### src/rtl/pu_config_regs.sv
// AXI4-Lite register bank feeding the protection unit checker: CTRL, STATUS, VADDR and POLICY[].
// Optional macro PU_CFG_LOCK_EN adds a write-once LOCK register at 0x0C that freezes CTRL/POLICY.
module pu_config_regs #(
    parameter int C_S_AXI_DATA_WIDTH = 32,
    parameter int C_S_AXI_ADDR_WIDTH = 7,
    parameter int NUM_POLICY         = 4,
    parameter int ID_WIDTH           = 1
) (
    input  logic                                s00_axi_aclk,
    input  logic                                s00_axi_aresetn,
    input  logic [C_S_AXI_ADDR_WIDTH-1:0]       s00_axi_awaddr,
    input  logic [2:0]                          s00_axi_awprot,
    input  logic                                s00_axi_awvalid,
    output logic                                s00_axi_awready,
    input  logic [C_S_AXI_DATA_WIDTH-1:0]       s00_axi_wdata,
    input  logic [C_S_AXI_DATA_WIDTH/8-1:0]     s00_axi_wstrb,
    input  logic                                s00_axi_wvalid,
    output logic                                s00_axi_wready,
    output logic [1:0]                          s00_axi_bresp,
    output logic                                s00_axi_bvalid,
    input  logic                                s00_axi_bready,
    input  logic [C_S_AXI_ADDR_WIDTH-1:0]       s00_axi_araddr,
    input  logic [2:0]                          s00_axi_arprot,
    input  logic                                s00_axi_arvalid,
    output logic                                s00_axi_arready,
    output logic [C_S_AXI_DATA_WIDTH-1:0]       s00_axi_rdata,
    output logic [1:0]                          s00_axi_rresp,
    output logic                                s00_axi_rvalid,
    input  logic                                s00_axi_rready,
    output logic [C_S_AXI_DATA_WIDTH-1:0]       ctrl_o,
    output logic [32*NUM_POLICY-1:0]            policy_o,
    input  logic                                viol_i,
    input  logic [31:0]                         viol_addr_i,
    input  logic [ID_WIDTH-1:0]                 viol_id_i,
    output logic                                irq_o
);

    localparam logic [1:0] RESP_OKAY   = 2'b00;
    localparam logic [1:0] RESP_SLVERR = 2'b10;

    typedef enum logic [2:0] {A_CTRL, A_STATUS, A_VADDR, A_LOCK, A_POLICY, A_BAD} reg_sel_e;
    typedef enum logic {W_IDLE, W_RESP} w_state_e;
    typedef enum logic {R_IDLE, R_DATA} r_state_e;

    // Word index is byte address [6:2]; the upper half of the map (0x40+) holds the policy words.
    function automatic reg_sel_e decode(input logic [4:0] word);
        reg_sel_e sel;
        sel = A_BAD;
        if (word[4]) begin
            if ({1'b0, word[3:0]} < 5'(NUM_POLICY)) sel = A_POLICY;
        end else begin
            case (word[3:0])
                4'h0:    sel = A_CTRL;
                4'h1:    sel = A_STATUS;
                4'h2:    sel = A_VADDR;
`ifdef PU_CFG_LOCK_EN
                4'h3:    sel = A_LOCK;
`endif
                default: sel = A_BAD;
            endcase
        end
        return sel;
    endfunction

    function automatic logic [31:0] apply_strb(input logic [31:0] cur, input logic [31:0] nxt,
                                               input logic [3:0] strb);
        logic [31:0] res;
        for (int b = 0; b < 4; b++) res[8*b +: 8] = strb[b] ? nxt[8*b +: 8] : cur[8*b +: 8];
        return res;
    endfunction

    function automatic logic [7:0] sat_inc(input logic [7:0] v);
        return (v == 8'hFF) ? v : v + 8'd1;
    endfunction

    w_state_e                        w_state;
    r_state_e                        r_state;
    logic                            aw_full, w_full;
    logic [C_S_AXI_ADDR_WIDTH-1:0]   awaddr_q;
    logic [31:0]                     wdata_q;
    logic [3:0]                      wstrb_q;
    logic                            aw_hs, w_hs, ar_hs, do_write, wr_err, status_clr;
    logic [C_S_AXI_ADDR_WIDTH-1:0]   wr_addr;
    logic [31:0]                     wr_data;
    logic [3:0]                      wr_strb;
    reg_sel_e                        wr_sel, rd_sel;
    logic [31:0]                     rd_data;
    logic [1:0]                      rd_resp;

    logic [31:0]                     ctrl_q;
    logic [31:0]                     policy_q [NUM_POLICY];
    logic                            viol_flag_q;
    logic [7:0]                      viol_cnt_q;
    logic [ID_WIDTH-1:0]             viol_id_q;
    logic [31:0]                     viol_addr_q;
    logic                            lock_q;
    logic                            unused_ok;

    assign aw_hs = s00_axi_awvalid & s00_axi_awready;
    assign w_hs  = s00_axi_wvalid & s00_axi_wready;
    assign ar_hs = s00_axi_arvalid & s00_axi_arready;

    // The commit uses whichever of the latched or live AW/W beats is present this cycle.
    assign wr_addr  = aw_full ? awaddr_q : s00_axi_awaddr;
    assign wr_data  = w_full ? wdata_q : s00_axi_wdata;
    assign wr_strb  = w_full ? wstrb_q : s00_axi_wstrb;
    assign do_write = (w_state == W_IDLE) && (aw_full || aw_hs) && (w_full || w_hs);
    assign wr_sel   = decode(wr_addr[6:2]);
    assign wr_err   = (wr_sel == A_BAD) || (lock_q && (wr_sel == A_CTRL || wr_sel == A_POLICY));
    assign status_clr = do_write && (wr_sel == A_STATUS) && wr_strb[0] && wr_data[0];

    assign unused_ok = ^{s00_axi_awprot, s00_axi_arprot, wr_addr[1:0], s00_axi_araddr[1:0]};

    always_ff @(posedge s00_axi_aclk or negedge s00_axi_aresetn) begin
        if (!s00_axi_aresetn) begin
            w_state         <= W_IDLE;
            aw_full         <= 1'b0;
            w_full          <= 1'b0;
            awaddr_q        <= '0;
            wdata_q         <= '0;
            wstrb_q         <= '0;
            s00_axi_awready <= 1'b0;
            s00_axi_wready  <= 1'b0;
            s00_axi_bvalid  <= 1'b0;
            s00_axi_bresp   <= RESP_OKAY;
        end else begin
            case (w_state)
                W_IDLE: begin
                    if (do_write) begin
                        aw_full         <= 1'b0;
                        w_full          <= 1'b0;
                        s00_axi_awready <= 1'b0;
                        s00_axi_wready  <= 1'b0;
                        s00_axi_bvalid  <= 1'b1;
                        s00_axi_bresp   <= wr_err ? RESP_SLVERR : RESP_OKAY;
                        w_state         <= W_RESP;
                    end else begin
                        if (aw_hs) begin
                            aw_full  <= 1'b1;
                            awaddr_q <= s00_axi_awaddr;
                        end
                        if (w_hs) begin
                            w_full  <= 1'b1;
                            wdata_q <= s00_axi_wdata;
                            wstrb_q <= s00_axi_wstrb;
                        end
                        s00_axi_awready <= !(aw_full || aw_hs);
                        s00_axi_wready  <= !(w_full || w_hs);
                    end
                end
                W_RESP: begin
                    if (s00_axi_bready) begin
                        s00_axi_bvalid  <= 1'b0;
                        s00_axi_awready <= 1'b1;
                        s00_axi_wready  <= 1'b1;
                        w_state         <= W_IDLE;
                    end
                end
                default: w_state <= W_IDLE;
            endcase
        end
    end

    always_ff @(posedge s00_axi_aclk or negedge s00_axi_aresetn) begin
        if (!s00_axi_aresetn) begin
            ctrl_q <= '0;
            for (int i = 0; i < NUM_POLICY; i++) policy_q[i] <= '0;
        end else if (do_write && !wr_err) begin
            if (wr_sel == A_CTRL) ctrl_q <= apply_strb(ctrl_q, wr_data, wr_strb);
            for (int i = 0; i < NUM_POLICY; i++) begin
                if (wr_sel == A_POLICY && wr_addr[5:2] == 4'(i))
                    policy_q[i] <= apply_strb(policy_q[i], wr_data, wr_strb);
            end
        end
    end

`ifdef PU_CFG_LOCK_EN
    always_ff @(posedge s00_axi_aclk or negedge s00_axi_aresetn) begin
        if (!s00_axi_aresetn) lock_q <= 1'b0;
        else if (do_write && wr_sel == A_LOCK && wr_strb[0] && wr_data[0]) lock_q <= 1'b1;
    end
`else
    assign lock_q = 1'b0;
`endif

    // A violation arriving with a W1C clear wins and restarts the capture at count 1.
    always_ff @(posedge s00_axi_aclk or negedge s00_axi_aresetn) begin
        if (!s00_axi_aresetn) begin
            viol_flag_q <= 1'b0;
            viol_cnt_q  <= '0;
            viol_id_q   <= '0;
            viol_addr_q <= '0;
            irq_o       <= 1'b0;
        end else begin
            if (viol_i) begin
                viol_cnt_q <= status_clr ? 8'd1 : sat_inc(viol_cnt_q);
                if (status_clr || !viol_flag_q) begin
                    viol_flag_q <= 1'b1;
                    viol_addr_q <= viol_addr_i;
                    viol_id_q   <= viol_id_i;
                end
            end else if (status_clr) begin
                viol_flag_q <= 1'b0;
                viol_cnt_q  <= '0;
                viol_id_q   <= '0;
            end
            irq_o <= viol_flag_q & ctrl_q[1];
        end
    end

    assign rd_sel = decode(s00_axi_araddr[6:2]);

    always_comb begin
        rd_data = '0;
        rd_resp = RESP_OKAY;
        case (rd_sel)
            A_CTRL:   rd_data = ctrl_q;
            A_STATUS: rd_data = {8'h00, 8'(viol_id_q), viol_cnt_q, 7'h00, viol_flag_q};
            A_VADDR:  rd_data = viol_addr_q;
            A_LOCK:   rd_data = {31'h0, lock_q};
            A_POLICY: begin
                for (int i = 0; i < NUM_POLICY; i++)
                    if (s00_axi_araddr[5:2] == 4'(i)) rd_data = policy_q[i];
            end
            default:  rd_resp = RESP_SLVERR;
        endcase
    end

    always_ff @(posedge s00_axi_aclk or negedge s00_axi_aresetn) begin
        if (!s00_axi_aresetn) begin
            r_state         <= R_IDLE;
            s00_axi_arready <= 1'b0;
            s00_axi_rvalid  <= 1'b0;
            s00_axi_rdata   <= '0;
            s00_axi_rresp   <= RESP_OKAY;
        end else begin
            case (r_state)
                R_IDLE: begin
                    if (ar_hs) begin
                        s00_axi_rdata   <= rd_data;
                        s00_axi_rresp   <= rd_resp;
                        s00_axi_rvalid  <= 1'b1;
                        s00_axi_arready <= 1'b0;
                        r_state         <= R_DATA;
                    end else begin
                        s00_axi_arready <= 1'b1;
                    end
                end
                R_DATA: begin
                    if (s00_axi_rready) begin
                        s00_axi_rvalid  <= 1'b0;
                        s00_axi_arready <= 1'b1;
                        r_state         <= R_IDLE;
                    end
                end
                default: r_state <= R_IDLE;
            endcase
        end
    end

    assign ctrl_o = ctrl_q;
    for (genvar g = 0; g < NUM_POLICY; g++) begin : g_policy
        assign policy_o[32*g +: 32] = policy_q[g];
    end

endmodule

### config.mk
export PLATFORM = sky130hd
export DESIGN_NAME = pu_config_regs
export DESIGN_NICKNAME = d
export VERILOG_FILES = /design/src/rtl/pu_config_regs.sv
export SDC_FILE = /design/constraint.sdc
export NUM_CORES = 1
export LEC_CHECK = 0
export CORE_ASPECT_RATIO = 1.2
export CORE_MARGIN = 2
export CORE_UTILIZATION = 50
export CTS_CLUSTER_SIZE = 40
export DETAILED_ROUTE_END_ITERATION = 10
export PLACE_DENSITY = 0.88
export SLEW_MARGIN = 40
export SYNTH_ARGS = -nofsm -noshare
export SYNTH_HDL_FRONTEND = slang
export SYNTH_SLANG_ARGS = --single-unit
### constraint.sdc
create_clock -name s00_axi_aclk -period 4.56 [get_ports s00_axi_aclk]
set_input_delay 0.684 -clock s00_axi_aclk [delete_from_list [all_inputs] [get_ports s00_axi_aclk]]
set_output_delay 0.684 -clock s00_axi_aclk [all_outputs]
set_load 0.005 [all_outputs]
# [After elaboration in Yosys (flattened, before gate mapping)]
# Cells that the tools add are included.
[op_classes] addsub=1 n_mul=0 n_div=0 magnitude_cmp=2 n_eq_ne=20 n_shift=0 mux=49 bitwise=7 n_reduce_logical=56
[op_table] operator="2-to-1 mux 32 bit" count=5
[op_table] operator="one-hot mux 32 bit (4 select lines)" count=1
[op_table] operator="AND reduction 3 bit" count=22
[op_table] operator="2-to-1 mux 8 bit" count=4
[op_table] operator="2-to-1 mux 1 bit" count=24
[op_table] operator="one-hot mux 3 bit (3 select lines)" count=2
[op_table] operator="AND reduction 2 bit" count=9
[op_table] operator="equality test 4 x 2 -> 1 bit (second input constant)" count=4
[op_table] operator="one-hot mux 1 bit (2 select lines)" count=7
[op_table] operator="logical AND 1 bit" count=10
[op_table] operator="!= test 2 bit (second input constant)" count=5
[op_table] operator="equality test 3 bit (second input constant)" count=3
[op_table] operator="adder 8 x 1 -> 8 bit (second input constant)" count=1
[op_table] operator="equality test 4 x 1 -> 1 bit (second input constant)" count=2
[op_table] operator="equality test 8 bit (second input constant)" count=1
[op_table] operator="zero test 4 bit" count=2
[op_table] operator="< comparator 4 x 3 -> 1 bit (second input constant)" count=2
[op_table] operator="2-to-1 mux 7 bit" count=1
[op_table] operator="equality test 3 x 1 -> 1 bit (second input constant)" count=2
[op_table] operator="equality test 3 x 2 -> 1 bit (second input constant)" count=2
[op_table] operator="zero test 3 bit" count=2
[op_table] operator="2-to-1 mux 3 bit" count=2
[op_table] operator="nonzero test 2 bit" count=3
[op_table] operator="OR reduction 5 bit" count=1
[op_table] operator="7 further kinds" count=18
[word_totals] ff_bits=291 latchBits=0 mem_bits_rw=0 romBits=0 inputBits=97 out_inout_bits=202 elab_cells=175 mem_count=0

# [Longest topological paths before layout]
[depth] depth_word=11 ltp_mapped=7 mapped_depth_nobuf=6

# [Worst setup path after synthesis]
# No wires, ideal clock.
[synth_path] path_kind="input to register" start="input s00_axi_awaddr[4]" end="register policy_q (netlist bit policy_o[88])" setup_time_ns=0.128 arrival_ns=2.427 required_time_ns=4.432 path_slack_ns=2.006 stages=6 n_path_buf=1 cell_sequence="or3_1 a211oi_4 nand4_1 or2_1 buf_2 mux2_1"
[synth_between] elab_chain_cells=8 word_cells_on_any_way=14 cone_classes="order compare (1); eq/ne (4); mux (4); reduce/logical (5)"
[synth_rtl] element="start, declared" line="11" source="input logic [C_S_AXI_ADDR_WIDTH-1:0] s00_axi_awaddr,"
[synth_rtl] element="2-to-1 mux 7 bit (*)" line="104" source="assign wr_addr = aw_full ? awaddr_q : s00_axi_awaddr;"
[synth_rtl] element="< comparator 4 x 3 -> 1 bit (tied with other cells)" line="50" source="if ({1'b0, word[3:0]} < 5'(NUM_POLICY)) sel = A_POLICY;"
[synth_rtl] element="2-to-1 mux 1 bit or one-hot mux 3 bit (3 select lines) (tied branches)" line="50, 52"
[synth_rtl] element="2-to-1 mux 3 bit" line="49" source="if (word[4]) begin"
[synth_rtl] element="equality test 3 bit" line="109" source="assign wr_err = (wr_sel == A_BAD) || (lock_q && (wr_sel == A_CTRL || wr_sel == A_POLICY));"
[synth_rtl] element="zero test 1 bit" line="168" source="end else if (do_write && !wr_err) begin"
[synth_rtl] element="logical AND 1 bit" line="168"
[synth_rtl] element="AND reduction 3 bit (no source line) (*)"
[synth_rtl] element="end signal, assigned by index" line="172" source="policy_q[i] <= apply_strb(policy_q[i], wr_data, wr_strb);"
[synth_rtl] element="end, declared" line="91" source="logic [31:0] policy_q [NUM_POLICY];"
# Every way passes the cells marked *; elsewhere a longest branch is shown, timed or not.
# A chain may end at the register's enable or synchronous reset.

# [Final worst setup path]
[layout_path] start="register aw_full" end="register viol_addr_q[13]"
[layout_between] elab_chain_cells=10 word_cells_on_any_way=17 cone_classes="order compare (1); eq/ne (3); mux (4); reduce/logical (9)"
[layout_rtl] element="start, declared" line="78" source="logic aw_full, w_full;"
[layout_rtl] element="start signal, assigned" line="117" source="aw_full <= 1'b0;"
[layout_rtl] element="start signal, assigned" line="130" source="aw_full <= 1'b0;"
[layout_rtl] element="start signal, assigned" line="139" source="aw_full <= 1'b1;"
[layout_rtl] element="2-to-1 mux 7 bit" line="104"
[layout_rtl] element="< comparator 4 x 3 -> 1 bit (tied with other cells)" line="50"
[layout_rtl] element="2-to-1 mux 1 bit or one-hot mux 3 bit (3 select lines) (tied branches)" line="50, 52"
[layout_rtl] element="2-to-1 mux 3 bit" line="49"
[layout_rtl] element="equality test 3 x 1 -> 1 bit" line="110" source="assign status_clr = do_write && (wr_sel == A_STATUS) && wr_strb[0] && wr_data[0];"
[layout_rtl] element="logical AND 1 bit (*) (3 in series)" line="110"
[layout_rtl] element="logical OR 1 bit (*)" line="197" source="if (status_clr || !viol_flag_q) begin"
[layout_rtl] element="AND reduction 2 bit (no source line) (*)"
[layout_rtl] element="end signal, assigned" line="199" source="viol_addr_q <= viol_addr_i;"
[layout_rtl] element="end, declared" line="95" source="logic [31:0] viol_addr_q;"
# Marked as above.

==> run summary <==
Pleak = 7.95 nW
Post-Synthesis Cells = 957
CP Launch Type = register
hold_buf cts = 0
CP top delay family = compound AO/OA/AOI/OAI gates
Flop pwr share = 0.439
CTS Sinks = 287
Starting Density = 0.510
worst skew pair latency = 0.55 ns
status = complete, no violations
Pint = 0.00560 W
skew final = 0.0226 ns
Final Hold Fails = 0
fin. max-slew vios = 0
Net Sw Power = 0.00227 W
die width = 151 um
GPL Wtd Cong = 0.835
WS Path Type = reg2reg
Die Ht = 181 um
Pwr Density = 455 mW/mm^2
cell with the most instances after synthesis = dfrtp_1
remaining global-route overflow = 0
Routed WL per cell = 25.0 um
vias per inst = 6.02
Max transition margin = 0.530
Sw Share = 0.288
Yosys top cell by area = dfrtp_1
Worst path slowest cell = o211a_1
dpl hpwl = 27.0 mm
total number of vias = 9559
EDFF count, synth = 0
GRT Total Usage = 0.289
Worst EP arrival = 3.64 ns
Top Ports = 299
Fill cells = 1792
initial DRC count = 408
Peak VDD IR = 0.370 mV
top cells by area, synth = dfrtp_1 55%, mux2_2 23%, mux2_1 4.4%, mux2i_1 3.6%, o22ai_1 2.0%
final WL = 39.7 mm
max_cap viols = 0
Final Cycle Share = 0.709
post-cts resize count = 0
Hold Crit Class = in2async
clock power share = 0.309
Final Non-Filler Cells = 1588
CP max FO = 20
clk root buf = clkbuf_16
pin count of the biggest net entering global routing = 76
max incr delay on CP = 0.54 ns
setup violators final = 0
Worst Tran Pin Value = 0.703 ns
CTS tree = yes
synth cell count leaders = 287 x dfrtp_1, 270 x mux2_2, 51 x mux2_1, 47 x mux2i_1, 42 x o22ai_1
sequential share of the synthesized area = 0.551
crit end category = register
syn_area_per_cell = 13.6 um^2
logic gate share of total power = 0.252
Hold WS = 0.0509 ns
Worst Path Required = 4.97 ns
Cells after DPL = 1534
Post-CTS Setup Bufs = 0
synthesized area = 0.0130 mm^2
vias in the first global route = 10.2k
CTS Buf Count = 29
htree depth = 1
number of cell rows = 64
I/O Buffers = 286
library cells used by synthesis = 51
Worst R2R Path Depth = 6
drt first pass iters = 4
Worst-path clk slew = 0.07 ns
Top FF cell, synth = dfrtp_1
worst path bufs/invs = 1
layout cells sized above 1 = 0.284
area share of the largest cell type after synthesis = 0.551
RSZ-0062 raised after global routing = no
antenna violations before repair = 3
Max Root-Sink Buffers = 3
setup TNS = 0 ns
Die ar. = 0.0274 mm^2
fin area = 0.0173 mm^2
dpl cell area = 0.0163 mm^2
ys async rst share = 1.00
Routed Antenna Nets = 0
min Tclk post-route = 3.23 ns
DRC violations left = 0
critical path depth in cells = 6
CP Cell Sequence = or3_1 > a211oi_4 > o211a_1 > o21ai_4 > buf_4 > mux2_1
Layout area overhead = 32.5%
reg2reg setup slack = 1.33 ns
first-pass GRT wire length = 60.3 mm
YS warnings = 0
fmax = 309 MHz
core area = 0.0255 mm^2
flops & latches, synth = 287
Final nets = 1333
[power by group through the flow]
stage	sequential, W	combinational (W)	clock, W
global route	0.00351	0.00213	0.00256
detailed placement	0.00348	0.00196	0
floorplan	0.00335	0.00111	0
global placement	0.00344	0.00190	0
finish	0.00345	0.00198	0.00243
CTS	0.00344	0.00198	0.00246
[area by class of cell]
type | instances | area (um^2) | area share
Sequential cell | 287 | 7180 | 0.416
Clock inverter | 13 | 153 | 0.00884
Tap cell | 330 | 413 | 0.0239
Antenna cell | 3 | 7.51 | 0.000435
Clock buffer | 38 | 820 | 0.0475
Multi-Input combinational cell | 610 | 5670 | 0.328
Timing Repair Buffer | 300 | 3000 | 0.174
Inverter | 7 | 26.3 | 0.00152
[final timing paths]
check | startpoint | end
hold reg to reg | s00_axi_bresp[1]$_DFFE_PN0P_ | s00_axi_bresp[1]$_DFFE_PN0P_
hold / removal | s00_axi_aresetn | policy_o[23]$_DFFE_PN0P_
max in group asynchronous | s00_axi_aresetn | s00_axi_rdata[28]$_DFFE_PN0P_
setup reg to reg | aw_full$_DFFE_PN0P_ | viol_addr_q[13]$_DFFE_PN0P_
min in group s00_axi_aclk | s00_axi_bresp[1]$_DFFE_PN0P_ | s00_axi_bresp[1]$_DFFE_PN0P_
setup / recovery | aw_full$_DFFE_PN0P_ | viol_addr_q[13]$_DFFE_PN0P_
[routing by layer]
layer | share of wire | global-route usage
met1 | 0.38 | 0.348
met2 | 0.50 | 0.484
met3 | 0.074 | 0.0649
met4 | 0.049 | 0.142
met5 | 0 | 0
[state kept, by name (all words and copies together) (netlist names), 4 cells and up]
signal	cells
s00_axi_rdata	32
viol_cnt_q	8
wstrb_q	4
ctrl_o	32
awaddr_q	5
viol_addr_q	32
wdata_q	32
policy_o	128
[layout by cell type, fill, tap and decap left out, types with 3 or more instances in the layout]
cell and n:
a221o_1 11, a21o_1 3, inv_1 7, nand3_1 6, nor3_1 7, diode_2 3
bufinv_16 3, mux2i_1 47, clkdlybuf4s50_1 283, o21ai_0 24, buf_4 14, o22ai_1 42
or3_1 3, dfrtp_1 286, a22o_1 22, nand2_1 25, nor2_1 14, mux2_2 270
and2_1 3, nand2b_1 8, clkbuf_16 29, a31oi_1 3, and4_1 3, nor2_2 11
a21oi_1 17, clkbuf_8 6, nand4_1 5, mux2_1 51, clkbuf_1 3, clkinv_2 7
[kinds of logic after synthesis]
| family | synth area share |
|---|---|
| buf+inv | 0.0185 |
| compound gates | 0.0708 |
| flops | 0.551 |
| simple gates | 0.0421 |
| mux | 0.315 |
| other cells | 0.000288 |
| fa+ha+maj | 0.000960 |
| xor+xnor | 0.00134 |
[stage by stage]
step	setup slack, ns	utilization	power (W)
4_1_cts	1.40	0.675	0.00789
6_report	1.33	0.676	0.00786
3_5_place_dp	0.894	0.637	0.00544
5_1_grt	1.17	0.676	0.00820
3_3_place_gp	0.912	0.636	0.00534
2_1_floorplan	2.01	-	0.00446
[worst reg2reg max path: stages (launching register included)]
cell	delay (ns)
dfrtp_1	0.52
or3_1	0.53
a211oi_4	0.50
o211a_1	0.54
o21ai_4	0.28
buf_4	0.34
mux2_1	0.40
Power figures use the tool's default switching activity.
